<file path="src/rtl/pixel_pkg.sv">
// pixel_pkg: shared state encoding, parameter defaults and FIFO entry layout for the pixel readout
package pixel_pkg;
  localparam int DEF_DATA_W = 8;
  localparam int DEF_N_COL = 2;
  typedef enum logic [1:0] {IDLE, CONV, PUSH} state_t;
  typedef struct packed {
    logic first;
    logic last;
    logic [DEF_DATA_W-1:0] data;
  } entry_t;
endpackage

</file>
<file path="src/rtl/pixel_fifo.sv">
// pixel_fifo: synchronous FIFO with registered storage and a zero-latency head entry
module pixel_fifo #(
  parameter int W = 10,
  parameter int DEPTH = 4
) (
  input  logic         clk,
  input  logic         reset,
  input  logic         wr_en,
  input  logic [W-1:0] wr_data,
  output logic         full,
  input  logic         rd_en,
  output logic [W-1:0] rd_data,
  output logic         empty
);
  localparam int AW = $clog2(DEPTH);
  logic [W-1:0] mem [DEPTH];
  logic [AW:0] wr_ptr, rd_ptr;
  logic do_wr, do_rd;
  assign empty = wr_ptr == rd_ptr;
  assign full = (wr_ptr[AW] != rd_ptr[AW]) && (wr_ptr[AW-1:0] == rd_ptr[AW-1:0]);
  assign do_rd = rd_en && !empty;
  // a write into a full FIFO is fine when the head leaves in the same cycle
  assign do_wr = wr_en && (!full || do_rd);
  assign rd_data = mem[rd_ptr[AW-1:0]];
  always_ff @(posedge clk or posedge reset)
    if (reset) begin
      wr_ptr <= '0;
      rd_ptr <= '0;
    end else begin
      wr_ptr <= wr_ptr + {{AW{1'b0}}, do_wr};
      rd_ptr <= rd_ptr + {{AW{1'b0}}, do_rd};
    end
  always_ff @(posedge clk)
    if (do_wr) mem[wr_ptr[AW-1:0]] <= wr_data;
endmodule

</file>
<file path="src/rtl/pixel_readout.sv">
// pixel_readout: conversion counter, row capture and column streaming of pixel codes into an output FIFO
module pixel_readout
  import pixel_pkg::*;
#(
  parameter int DATA_W = DEF_DATA_W,
  parameter int N_COL = DEF_N_COL,
  parameter int FIFO_DEPTH = 4
) (
  input  logic                    clk,
  input  logic                    reset,
  input  logic                    erase,
  input  logic                    expose,
  input  logic                    convert,
  input  logic                    read0,
  input  logic                    read1,
  input  logic [N_COL*DATA_W-1:0] pix_data,
  output logic [DATA_W-1:0]       cnt_out,
  output logic [DATA_W-1:0]       out_data,
  output logic                    out_valid,
  input  logic                    out_ready,
  output logic                    out_first,
  output logic                    out_last,
  output logic                    overflow
);
  localparam int CW = N_COL > 1 ? $clog2(N_COL) : 1;
  state_t state;
  logic [CW-1:0] col;
  logic row_idx, r0_q, r1_q, erase_q;
  logic [DATA_W-1:0] row_q [N_COL];
  logic cap, cap1, last_col, wr, full, empty;
  logic [DATA_W+1:0] wr_entry, head;
  logic unused_expose;
  assign unused_expose = expose;
  assign cap1 = read1 & ~r1_q;
  assign cap = (read0 & ~r0_q) | cap1;
  assign last_col = col == CW'(N_COL - 1);
  assign wr = state == PUSH && !full;
  assign wr_entry = {!row_idx && col == '0, row_idx && last_col, row_q[col]};
  always_ff @(posedge clk)
    if (cap && state != PUSH)
      for (int c = 0; c < N_COL; c++) row_q[c] <= pix_data[c*DATA_W +: DATA_W];
  always_ff @(posedge clk or posedge reset)
    if (reset) begin
      state <= IDLE;
      cnt_out <= '0;
      col <= '0;
      row_idx <= 1'b0;
      r0_q <= 1'b0;
      r1_q <= 1'b0;
      erase_q <= 1'b0;
      overflow <= 1'b0;
    end else begin
      r0_q <= read0;
      r1_q <= read1;
      erase_q <= erase;
      cnt_out <= (state == CONV && convert) ? cnt_out + DATA_W'(cnt_out != '1) : '0;
      if (erase && !erase_q) overflow <= 1'b0;
      else if (cap && state == PUSH) overflow <= 1'b1;
      // a new row is only taken when the previous one has fully left the row register
      if (cap && state != PUSH) begin
        state <= PUSH;
        col <= '0;
        row_idx <= cap1;
      end else if (state == IDLE && convert) state <= CONV;
      else if (state == CONV && !convert) state <= IDLE;
      else if (wr) begin
        col <= last_col ? '0 : col + CW'(1);
        if (last_col) state <= IDLE;
      end
    end
  pixel_fifo #(.W(DATA_W + 2), .DEPTH(FIFO_DEPTH)) u_fifo (
    .clk(clk),
    .reset(reset),
    .wr_en(wr),
    .wr_data(wr_entry),
    .full(full),
    .rd_en(out_ready),
    .rd_data(head),
    .empty(empty)
  );
  assign out_valid = !empty;
  assign out_data = head[DATA_W-1:0];
  assign out_first = out_valid & head[DATA_W+1];
  assign out_last = out_valid & head[DATA_W];
endmodule
</file>
<file path="config.mk">
export PLATFORM = sky130hd
export DESIGN_NAME = pixel_readout
export DESIGN_NICKNAME = d
export VERILOG_FILES = /design/src/rtl/pixel_pkg.sv /design/src/rtl/pixel_fifo.sv /design/src/rtl/pixel_readout.sv
export SDC_FILE = /design/constraint.sdc
export NUM_CORES = 1
export LEC_CHECK = 0
export CORE_MARGIN = 5
export CORE_UTILIZATION = 40
export DETAILED_ROUTE_END_ITERATION = 10
export HOLD_SLACK_MARGIN = 0.12
export PLACE_DENSITY = 0.65
export RECOVER_POWER = 50
export SLEW_MARGIN = 0
export SYNTH_ARGS = -nofsm -noshare
export SYNTH_HDL_FRONTEND = slang
export SYNTH_SLANG_ARGS = --single-unit
export TNS_END_PERCENT = 1
</file>
<file path="constraint.sdc">
create_clock -name clk -period 5.2 [get_ports clk]
set_input_delay 1.04 -clock clk [delete_from_list [all_inputs] [get_ports clk]]
set_output_delay 1.04 -clock clk [all_outputs]
set_load 0.02 [all_outputs]
</file>
# After elaboration in Yosys (flattened, before gate mapping)
# Memory sizes are Yosys's and may differ from the RTL's.
# Cells that the tools add are included.
dict set report totals {
  register_bits 22
  inputBits 24
  output_inout_bits 20
  n_memories 2
  mem_bits_rw 56
}
# name depth width rd rd_ports_with_merged_regs write_ports line_no
set mem_list {}
lappend mem_list {u_fifo.mem 4 10 1 0 1 pixel_fifo.sv:16} ;# logic [W-1:0] mem [DEPTH];
lappend mem_list {row_q 2 8 1 0 2 pixel_readout.sv:29} ;# logic [DATA_W-1:0] row_q [N_COL];
dict set report op_classes {
  bitwise_logic 8
  n_mux 17
  eq_ne 9
  add_sub_neg 4
  reduce_logical 25
}
# op count
set ops {}
lappend ops {{$logic_and 1x1->1} 12}
lappend ops {{$mux 1} 11}
lappend ops {{$mux 2} 5}
lappend ops {{$add 8x1->8} 1}
lappend ops {{$mux 8} 1}
lappend ops {{$ne 8x8->1 const B} 1}
lappend ops {{$reduce_bool 4->1} 2}
lappend ops {{$add 3x1->3} 2}
lappend ops {{$ne 2x2->1 const B} 3}
lappend ops {{$logic_not 1->1} 5}
lappend ops {{$and 1x1->1} 4}
lappend ops {{$reduce_bool 2->1} 2}
lappend ops {{$eq 3x3->1} 1}
lappend ops {{$not 1->1} 3}
lappend ops {{$reduce_and 3->1} 1}
lappend ops {{$eq 2x1->1 const B} 1}
lappend ops {{$eq 2x2->1} 1}
lappend ops {{$eq 2x2->1 const B} 1}
lappend ops {{$logic_not 2->1} 1}
lappend ops {{$reduce_and 2->1} 1}
lappend ops {{$add 1x1->1 const B} 1}
lappend ops {{$logic_or 1x1->1} 1}
lappend ops {{$ne 1x1->1} 1}
lappend ops {{$or 1x1->1} 1}

# Depth between registers and ports, before layout
# Gate-level depths: netlist of the first run.
dict set report depth {
  ltp_word 8
  ltp_mapped 6
}

# Cells and area by module
# From an unflattened synthesis of the first run, not the netlist that was laid out.
dict set report unflattened {
  cells_unflattened 176
  hier_area_um2 3120.5
}
# module cells_each n_inst area_each_um2
set modules_own_cells {}
lappend modules_own_cells {pixel_fifo 78 1 1784.2}
lappend modules_own_cells {pixel_readout 98 1 1336.3}

# Worst setup path after synthesis of the first run
# OpenSTA, ideal clock, no wires.
dict set report synth_timing {
  kind {input to register}
  startpoint {in read0}
  endpoint {mem row_q[0][0] (netlist name), enable pin}
  setup_time_ns 0.396
  setup_slack_ns 2.782
  arrival_time_ns 2.022
  cell_stages 2
  n_path_buf 0
  path_cell_list {nand2b_1 > a21oi_1}
}
# item line_no
set synth_rtl {}
lappend synth_rtl {{start: declaration} pixel_readout.sv:14} ;# input logic read0,
lappend synth_rtl {{end: declaration} pixel_readout.sv:29}

# Worst setup path in the final report of the first run
dict set report layout_timing {
  startpoint {reg u_fifo.rd_ptr[0]}
  endpoint {out out_last}
}
dict set report layout_via {
  elab_chain_cells 3
}
# item line_no
set layout_rtl {}
lappend layout_rtl {{start: declaration} pixel_fifo.sv:17} ;# logic [AW:0] wr_ptr, rd_ptr;
lappend layout_rtl {{start signal: assignment} pixel_fifo.sv:31} ;# rd_ptr <= rd_ptr + {{AW{1'b0}}, do_rd};
lappend layout_rtl {{branches (longest 2 deep; another with $mem_v2 4x10)} --}
lappend layout_rtl {{$and 1x1->1 (*)} pixel_readout.sv:84} ;# assign out_last = out_valid & head[DATA_W];
lappend layout_rtl {{end: declaration} pixel_readout.sv:22} ;# output logic out_last,
# Every way passes the cells marked *.

==> results.py, run 1 <==
metrics = {
    "layout": {
        "multi_input_area_um2": 837,
        "seqCellArea_um2": 2230,
        "fill_cells": 635,
        "drive_gt1_frac": 0.170,
        "syn_to_final_growth_pct": 23.8,
        "final_util": 0.503,
        "diodes": 0,
        "final_area_um2": 3850,
        "nNetsFinal": 254,
        "final_cells": 331,
    },
    "setup_path": {
        "path_buf_inv": 1,
        "max_stage_delay_ps": 840,
        "critPathSlowestCell": "dfrtp_1",
        "critPathMaxFanout": 12,
        "arrival_ps": 2570,
        "cp_top_family": "flip-flops",
        "crit_chain": "xor2_2, or3b_4, and2_1, clkdlybuf4s50_1",
        "critPathKind": "flip-flop to primary output",
        "crit_required_ps": 4160,
        "endpoint_kind": "primary output",
        "startpoint_type": "flip-flop",
    },
    "global_routing": {
        "grt_util_all_layers": 0.115,
        "grt_first_pass_wirelength_um": 8410,
        "top_usage_layer": "met2",
        "met2_usage": 0.181,
        "grt_antenna_before_repair": 0,
        "grtUsageMet3": 0.0293,
        "grt_pass1_vias": 1687,
        "grt_max_degree": 23,
        "use_met1": 0.143,
        "grt_overflow": 0,
    },
    "pwr": {
        "internal_power_mw": 1.49,
        "power_frac_comb": 0.335,
        "p_leak_nw": 1.35,
        "clkPwrFrac": 0.204,
        "vdd_drop_max_uv": 204,
        "power_frac_seq": 0.461,
        "swShare": 0.329,
        "powerDensity_nw_per_um2": 578,
        "p_total_mw": 2.23,
        "power.switching_mw": 0.733,
    },
    "logic_synthesis": {
        "synth-seq-area-share": 0.718,
        "synth_area_um2": 3110,
        "synth.distinct_cells": 40,
        "yosys_warnings": 0,
        "syn_avg_cell_area_um2": 17.9,
        "synth_nets": 204,
        "netlist_instances": 174,
        "ys_ff_latch": 78,
    },
    "clock_tree": {
        "cts_resized": 0,
        "post-cts-setup-buffers": 0,
        "cts_buffer_depth": 2,
        "cts_tree": "done",
        "numCtsBuffers": 9,
        "clock_sinks": 78,
        "htree_levels": 3,
        "clkLatencyLatePin_ps": 350,
        "hold_buffers": 0,
        "clk_pin_slew_worst_paths_ps": 80,
        "clockRootBuffer": "clkbuf_8",
    },
    "placed_design": {
        "place.gp.congestion": 0.684,
        "dp_cells": 315,
        "place_area_um2": 3650,
        "hpwlAfterDp_um": 3480,
        "portBuffers": 42,
        "pre_cts_ws_ps": 1920,
    },
    "sta": {
        "tns_ps": 0,
        "setup_slack_ps": 1590,
        "hold_violations": 0,
        "fin_crit_sh": 0.694,
        "max_freq_mhz": 277,
        "worst_slew_pin_slew_ps": 929,
        "rsz0062_at_grt": "no",
        "whs_ps": 501,
        "report.final.setup_viol": 0,
        "finClkSkew_ps": 8.35,
        "maxSlewViolCount": 0,
        "slew_headroom": 0.378,
        "fin_crit_ps": 3610,
    },
    "floorplan": {
        "dieArea_um2": 9640,
        "die_h_um": 98.2,
        "rows": 32,
        "die_x_um": 98.2,
        "start_util": 0.407,
        "coreArea_um2": 7650,
        "io_pins": 44,
    },
    "job": {
        "max_cap_viol_count": 0,
    },
    "run_status": {
        "status": "complete, no violations",
    },
    "drt": {
        "routed_wl_um": 5050,
        "ant_nets": 0,
        "drt_iter0_markers": 61,
        "via_per_inst": 4.77,
        "drc": 0,
        "detail_route.first_pass.iterations": 4,
        "vias": 1578,
        "wire_per_inst_um": 15.3,
    },
    "worst_hold_path": {
        "min_path_type": "flip-flop to flip-flop",
    },
}
==> metal layers <==
metal	up-vias	part of all wire
met5	-	0
met4	0	0.022
met3	10	0.038
met2	31	0.50
met1	775	0.44
li1	762	-
==> synthesized netlist by cell type (all sizes together) <==
cell / count / share of area
a21oi: 5 / 0.0080
a22oi: 1 / 0.0040
a2bb2oi: 1 / 0.0028
a31oi: 1 / 0.0020
and2: 4 / 0.0089
buf: 3 / 0.0056
clkbuf: 1 / 0.0012
dfrtp: 22 / 0.18
edfxtp: 56 / 0.54
ha: 6 / 0.024
inv: 6 / 0.0072
mux2: 8 / 0.029
mux2i: 1 / 0.0032
mux4: 10 / 0.072
nand2: 5 / 0.0060
nand2b: 3 / 0.0068
nand3: 2 / 0.0032
nand4: 3 / 0.0080
nor2: 9 / 0.011
nor2b: 1 / 0.0020
nor3: 2 / 0.0032
nor3b: 2 / 0.0064
o21ai: 3 / 0.0048
o22ai: 1 / 0.0020
o31ai: 1 / 0.0068
o32a: 1 / 0.0032
or2: 2 / 0.0040
or3: 3 / 0.0060
or3b: 1 / 0.0036
or4: 1 / 0.0036
xnor2: 2 / 0.0081
xor2: 7 / 0.025
==> path summary, 6_finish.rpt <==
path                                               to  cells after the start                  startpoint  slack (ps)
max in group asynchronous         row_idx$_DFFE_PP0P_                      2                       reset        3360
setup reg to reg           u_fifo.mem[3][1]$_DFFE_PP_                      3  u_fifo.rd_ptr[0]$_DFF_PP0_        2740
hold reg to reg                  overflow$_DFFE_PP0P_                      2           erase_q$_DFF_PP0_         500
hold / removal                   overflow$_DFFE_PP0P_                      2           erase_q$_DFF_PP0_         500
min in group asynchronous  u_fifo.rd_ptr[2]$_DFF_PP0_                      2                       reset        1300
setup / recovery                             out_last                      4  u_fifo.rd_ptr[0]$_DFF_PP0_        1590
==> area by class of cell <==
cell class	instances	share of cell area
sequential	78	0.580
multi-input combinational	86	0.217
timing repair buffer	43	0.111
tap	102	0.0331
clock buffer	9	0.0322
clock inverter	7	0.0205
inverter	6	0.00585
==> cell families after synthesis <==
family | after synthesis | share of synthesized area
flops | 78 | 0.718
simple gates | 38 | 0.0728
mux | 19 | 0.105
compound gates | 14 | 0.0338
buf+inv | 10 | 0.0141
xor+xnor | 9 | 0.0326
fa+ha+maj | 6 | 0.0241
==> layout by cell type, fill, tap and decap left out, types with 2 or more instances in the layout <==
cell	Yosys	final
a21oi_1	5	5
and2_1	3	3
clkbuf_8	0	9
clkdlybuf4s50_1	0	21
clkinvlp_4	0	3
dfrtp_1	22	22
dlygate4sd3_1	0	21
edfxtp_1	56	56
ha_1	6	6
inv_1	5	6
inv_6	0	3
mux2_1	8	8
mux4_2	10	10
nand2_1	5	5
nand2b_1	2	2
nand3_1	2	2
nand4_1	2	3
nor2_1	9	9
nor3b_2	1	2
o21ai_1	3	3
or2_0	0	2
or3_1	3	3
xor2_1	5	5
xor2_2	2	2
==> flip-flops by register name, summed over array words and instances, names as in the netlist <==
signal and count:
row_q 16, overflow 1, erase_q 1, u_fifo.wr_ptr 3, u_fifo.rd_ptr 3, r0_q 1, col 1, state 2
cnt_out 8, r1_q 1, u_fifo.mem 40, row_idx 1
==> power groups by stage <==
stage	clock (mW)	sequential (mW)	combinational [mW]
5_1_grt	0.490	1.05	0.815
4_1_cts	0.467	1.03	0.768
2_1_floorplan	0	0.974	0.545
3_3_place_gp	0	1.04	0.744
3_5_place_dp	0	1.05	0.762
6_report	0.454	1.03	0.746
==> worst min-delay path: cells and delay by family (launching register included) <==
| family | cells | cell delay [ps] |
|---|---|---|
| compound gates | 1 | 50 |
| buf+inv | 1 | 50 |
| flops | 1 | 370 |
Power figures use the tool's default switching activity.
==> run 2, diff against run 1 <==
==> constraint.sdc (replaced) <==
create_clock -name clk -period 3.78 [get_ports clk]
set_input_delay 0.756 -clock clk [delete_from_list [all_inputs] [get_ports clk]]
set_output_delay 0.756 -clock clk [all_outputs]
set_load 0.02 [all_outputs]
==> results.py, run 2 (synthesis gave the netlist of run 1 again) <==
metrics = {
    "run_status": {
        "status": "complete, no violations",
    },
    "job": {
        "max_cap_viol_count": 0,
    },
    "pwr": {
        "swShare": 0.330,
        "power_frac_comb": 0.361,
        "power.switching_mw": 0.985,
        "power_frac_seq": 0.454,
        "powerDensity_nw_per_um2": 780,
        "vdd_drop_max_uv": 335,
        "internal_power_mw": 2.01,
        "p_leak_nw": 1.36,
        "clkPwrFrac": 0.185,
    },
    "floorplan": {
        "rows": 32,
        "start_util": 0.407,
        "dieArea_um2": 9640,
        "die_h_um": 98.2,
        "coreArea_um2": 7650,
        "io_pins": 44,
        "die_x_um": 98.2,
    },
    "clock_tree": {
        "htree_levels": 3,
        "cts_buffer_depth": 2,
        "cts_resized": 0,
        "clkLatencyLatePin_ps": 340,
        "hold_buffers": 0,
        "numCtsBuffers": 9,
        "clockRootBuffer": "clkbuf_8",
        "cts_tree": "done",
        "clock_sinks": 78,
        "post-cts-setup-buffers": 0,
        "clk_pin_slew_worst_paths_ps": 80,
    },
    "setup_path": {
        "max_stage_delay_ps": 570,
        "crit_chain": "buf_4, mux4_2, and2_1, clkdlybuf4s50_1",
        "arrival_ps": 2350,
        "startpoint_type": "flip-flop",
        "critPathSlowestCell": "dfrtp_1",
        "r2r_slack_ps": 1490,
        "critPathKind": "flip-flop to primary output",
        "crit_required_ps": 3020,
        "endpoint_kind": "primary output",
        "critPathMaxFanout": 7,
    },
    "layout": {
        "largest_register_ff_count": 40,
        "final_area_um2": 3840,
        "final_cells": 335,
        "diodes": 0,
        "syn_to_final_growth_pct": 23.4,
        "final_cell_mix": "edfxtp_1, dfrtp_1, clkdlybuf4s50_1, dlygate4sd3_1, mux4_2",
        "nNetsFinal": 258,
        "drive_gt1_frac": 0.167,
        "mostFrequentLayoutCell": "edfxtp_1",
        "final_util": 0.502,
    },
    "global_routing": {
        "grt_max_degree": 23,
        "grt_first_pass_wirelength_um": 8030,
        "grt_antenna_before_repair": 0,
        "grt_overflow": 0,
        "grt_util_all_layers": 0.109,
        "grt_pass1_vias": 1597,
    },
    "sta": {
        "slew_headroom": 0.399,
        "hold_violations": 0,
        "worst_slew_pin_slew_ps": 898,
        "fin_crit_ps": 3100,
        "fin_crit_sh": 0.821,
        "finClkSkew_ps": 12.2,
        "report.final.setup_viol": 0,
        "rsz0062_at_grt": "no",
        "max_freq_mhz": 322,
        "tns_ps": 0,
        "setup_slack_ps": 676,
        "maxSlewViolCount": 0,
    },
    "drt": {
        "vias": 1555,
        "ant_nets": 0,
        "routed_wl_um": 4840,
        "drc": 0,
        "drt_iter0_markers": 94,
        "via_per_inst": 4.64,
        "wire_per_inst_um": 14.5,
        "detail_route.first_pass.iterations": 4,
    },
    "worst_hold_path": {
        "min_path_type": "flip-flop to flip-flop",
    },
    "placed_design": {
        "portBuffers": 42,
        "pre_cts_ws_ps": 974,
        "hpwlAfterDp_um": 3380,
        "place_area_um2": 3670,
        "dp_cells": 319,
        "place.gp.congestion": 0.708,
    },
}
-- run 2: path summary, 6_finish.rpt --
kind,startpoint,to,depth (start not counted)
worst max-delay path,u_fifo.rd_ptr[0]$_DFF_PP0_,out_first,4
worst min-delay path,erase_q$_DFF_PP0_,overflow$_DFFE_PP0P_,2
worst max register to register,u_fifo.rd_ptr[0]$_DFF_PP0_,u_fifo.mem[2][2]$_DFFE_PP_,3
worst min register to register,erase_q$_DFF_PP0_,overflow$_DFFE_PP0P_,2
max in group asynchronous,reset,u_fifo.wr_ptr[0]$_DFF_PP0_,2
min in group asynchronous,reset,cnt_out[2]$_DFF_PP0_,2
-- run 2: area by class of cell --
class,count,area (µm²)
Clock inverter,7,56.3
Inverter,6,22.5
Timing Repair Buffer,47,454
Fill cell,646,3810
Sequential cell,78,2230
Clock buffer,9,124
Multi-Input combinational cell,86,820
Tap cell,102,128
-- run 2: power groups by stage --
stage / Clock (mW) / Sequential [mW] / Combinational [mW]
global route: 0.614 / 1.39 / 1.18
CTS: 0.573 / 1.37 / 1.12
finish: 0.553 / 1.36 / 1.08
detailed placement: 0 / 1.39 / 1.11
global placement: 0 / 1.38 / 1.09
floorplan: 0 / 1.34 / 0.749
-- run 2: critical path, delay by kind of cell (launching register included) --
kind                   cells  cell delay (ps)
buffers and inverters      2              790
DFF                        1              570
muxes                      1              490
and+or+nand+nor            1              160
-- run 2: metrics by stage --
stage	hold WS, ps	power, mW
6_report	510	2.99
5_1_grt	544	3.18
4_1_cts	514	3.06
3_5_place_dp	497	2.50
3_3_place_gp	482	2.47
2_1_floorplan	470	2.09
-- run 2: metal layers --
metal,vias up,GRT usage,part of all wire
met3,9,0.0307,0.036
met4,0,0.0599,0.022
met5,-,0,0
met1,746,0.140,0.46
met2,27,0.169,0.48
li1,773,-,-
==> run 3, diff against run 2 <==
--- a/config.mk
+++ b/config.mk
@@ -9,7 +9,7 @@
 export CORE_UTILIZATION = 40
 export DETAILED_ROUTE_END_ITERATION = 10
 export HOLD_SLACK_MARGIN = 0.12
-export PLACE_DENSITY = 0.65
+export PLACE_DENSITY = 0.67
 export RECOVER_POWER = 50
 export SLEW_MARGIN = 0
 export SYNTH_ARGS = -nofsm -noshare
==> constraint.sdc (replaced) <==
create_clock -name clk -period 2.7 [get_ports clk]
set_input_delay 0.54 -clock clk [delete_from_list [all_inputs] [get_ports clk]]
set_output_delay 0.54 -clock clk [all_outputs]
set_load 0.02 [all_outputs]
==> results.py, run 3 (synthesis gave the netlist of run 1 again) <==
metrics = {
    "sta": {
        "rsz0062_at_grt": "no",
        "tns_ps": 0,
        "finClkSkew_ps": 8.55,
        "fin_crit_sh": 0.960,
        "worst_slew_pin_slew_ps": 1200,
        "slew_headroom": 0.198,
        "fin_crit_ps": 2590,
        "report.final.setup_viol": 0,
        "maxSlewViolCount": 0,
        "max_freq_mhz": 386,
        "hold_violations": 0,
    },
    "pwr": {
        "powerDensity_nw_per_um2": 1090,
        "vdd_drop_max_uv": 405,
        "p_leak_nw": 1.39,
    },
    "worst_hold_path": {
        "hold_start": "erase_q$_DFF_PP0_",
        "min_path_cells": 2,
        "min_path_type": "flip-flop to flip-flop",
        "worst_hold_path.endpoint": "overflow$_DFFE_PP0P_",
    },
    "floorplan": {
        "rows": 32,
        "die_h_um": 98.2,
        "start_util": 0.407,
        "io_pins": 44,
        "die_x_um": 98.2,
        "dieArea_um2": 9640,
        "coreArea_um2": 7650,
    },
    "drt": {
        "detail_route.first_pass.iterations": 4,
        "drc": 0,
        "via_per_inst": 4.64,
        "wire_per_inst_um": 14.9,
        "ant_nets": 0,
        "routed_wl_um": 5020,
        "drt_iter0_markers": 56,
        "vias": 1567,
    },
    "setup_path": {
        "cp.depth": 3,
        "worst_r2r_startpoint": "state[1]$_DFFE_PP0P_",
        "r2r_slack_ps": 560,
        "cp_top_family": "buffers and inverters",
        "max_stage_delay_ps": 550,
        "rr_worst_depth": 3,
        "critPathSlowestCell": "clkdlybuf4s50_1",
        "startpoint_type": "flip-flop",
        "r2r_end": "u_fifo.mem[2][3]$_DFFE_PP_",
        "crit_required_ps": 2160,
        "path_buf_inv": 1,
        "endpoint_kind": "primary output",
        "critPathMaxFanout": 4,
        "critPathKind": "flip-flop to primary output",
        "arrival_ps": 2050,
        "crit_chain": "xnor2_4, or3b_4, clkdlybuf4s50_1",
    },
    "clock_tree": {
        "cts_tree": "done",
        "hold_buffers": 0,
        "clock_sinks": 78,
        "htree_levels": 3,
        "cts_buffer_depth": 2,
        "clkLatencyLatePin_ps": 340,
        "numCtsBuffers": 9,
        "post-cts-setup-buffers": 0,
        "clockRootBuffer": "clkbuf_8",
        "clk_pin_slew_worst_paths_ps": 80,
    },
    "global_routing": {
        "grt_first_pass_wirelength_um": 8370,
        "grt_max_degree": 23,
        "grt_pass1_vias": 1694,
        "grt_util_all_layers": 0.114,
        "grt_antenna_before_repair": 0,
        "grt_overflow": 0,
    },
    "layout": {
        "fill_cells": 627,
        "diodes": 0,
        "nNetsFinal": 261,
        "syn_to_final_growth_pct": 24.0,
        "seqCellArea_um2": 2230,
        "drive_gt1_frac": 0.165,
        "multi_input_area_um2": 831,
        "final_cell_mix": "edfxtp_1, dfrtp_1, dlygate4sd3_1, clkdlybuf4s50_1, mux4_2",
        "final_util": 0.504,
        "largest_register_ff_count": 40,
        "mostFrequentLayoutCell": "edfxtp_1",
    },
    "placed_design": {
        "hpwlAfterDp_um": 3420,
        "portBuffers": 42,
        "place.gp.congestion": 0.736,
    },
    "run_status": {
        "status": "complete, no violations",
    },
    "job": {
        "max_cap_viol_count": 0,
    },
}
run 3: cell count changes in the layout (fill, tap and decap cells not counted), moves of 2 or more:
cell	previous run	this run
buf_4	4	6
inv_6	3	1
clkdlybuf4s50_1	22	18
dlygate4sd2_1	0	2
clkinv_1	0	2
clkbuf_1	1	3
dlymetal6s2s_1	0	2
run 3: area by class of cell:
class	count	area share
repair buffers	50	0.123
inverters	6	0.00584
well taps	102	0.0331
clock buffers	10	0.0331
clock inverters	6	0.00974
multi-input cells	86	0.216
flip-flops and latches	78	0.579
run 3: through the flow:
| stage | total power [mW] | hold slack (ps) | instances | area [µm²] | setup WS [ps] |
|---|---|---|---|---|---|
| 3_3_place_gp | 3.49 | 483 | 322 | 3700 | 310 |
| 4_1_cts | 4.29 | 500 | 338 | 3870 | 44.0 |
| 3_5_place_dp | 3.54 | 491 | 322 | 3700 | 295 |
| 6_report | 4.20 | 491 | 338 | 3850 | 107 |
| 2_1_floorplan | 2.92 | 470 | 174 | 3110 | 612 |
| 5_1_grt | 4.46 | 528 | 338 | 3850 | 22.7 |
run 3: worst max path at each step:
stage,start,end
final,u_fifo.rd_ptr[2]$_DFF_PP0_,out_valid
after global routing,u_fifo.rd_ptr[2]$_DFF_PP0_,out_valid
after CTS,u_fifo.rd_ptr[0]$_DFF_PP0_,out_data[2]
after detailed placement,u_fifo.wr_ptr[2]$_DFF_PP0_,out_first
after global placement,u_fifo.wr_ptr[2]$_DFF_PP0_,out_first
after floorplan,state[1]$_DFFE_PP0P_,u_fifo.mem[1][0]$_DFFE_PP_
run 3: timing repair:
action / CTS / global route
endpoints found under the hold margin: 0 / 0
pin swaps: 1 / 0
gates resized for setup: 4 / 2
setup endpoints to repair: 10 / 2
run 3: metal layers:
metal / part of all wire / vias to the layer above / global-route usage
met5: 0 / - / 0
met4: 0.011 / 0 / 0.0473
met3: 0.040 / 4 / 0.0436
met2: 0.47 / 30 / 0.172
met1: 0.48 / 759 / 0.150
li1: - / 774 / -
run 3: power breakdown:
part / internal (mW) / switching [mW] / total (mW) / leakage [nW]
Combinational: 0.749 / 0.799 / 1.55 / 0.512
Sequential: 1.73 / 0.187 / 1.92 / 0.794
Clock: 0.331 / 0.402 / 0.733 / 0.0817
Total: 2.81 / 1.39 / 4.20 / 1.39
run 3: worst reg2reg max path: cells and delay by family (launching register included):
family | cells | cell delay [ps]
AOI/OAI and AO/OA | 1 | 180
and+or+nand+nor | 2 | 1140
DFF | 1 | 450
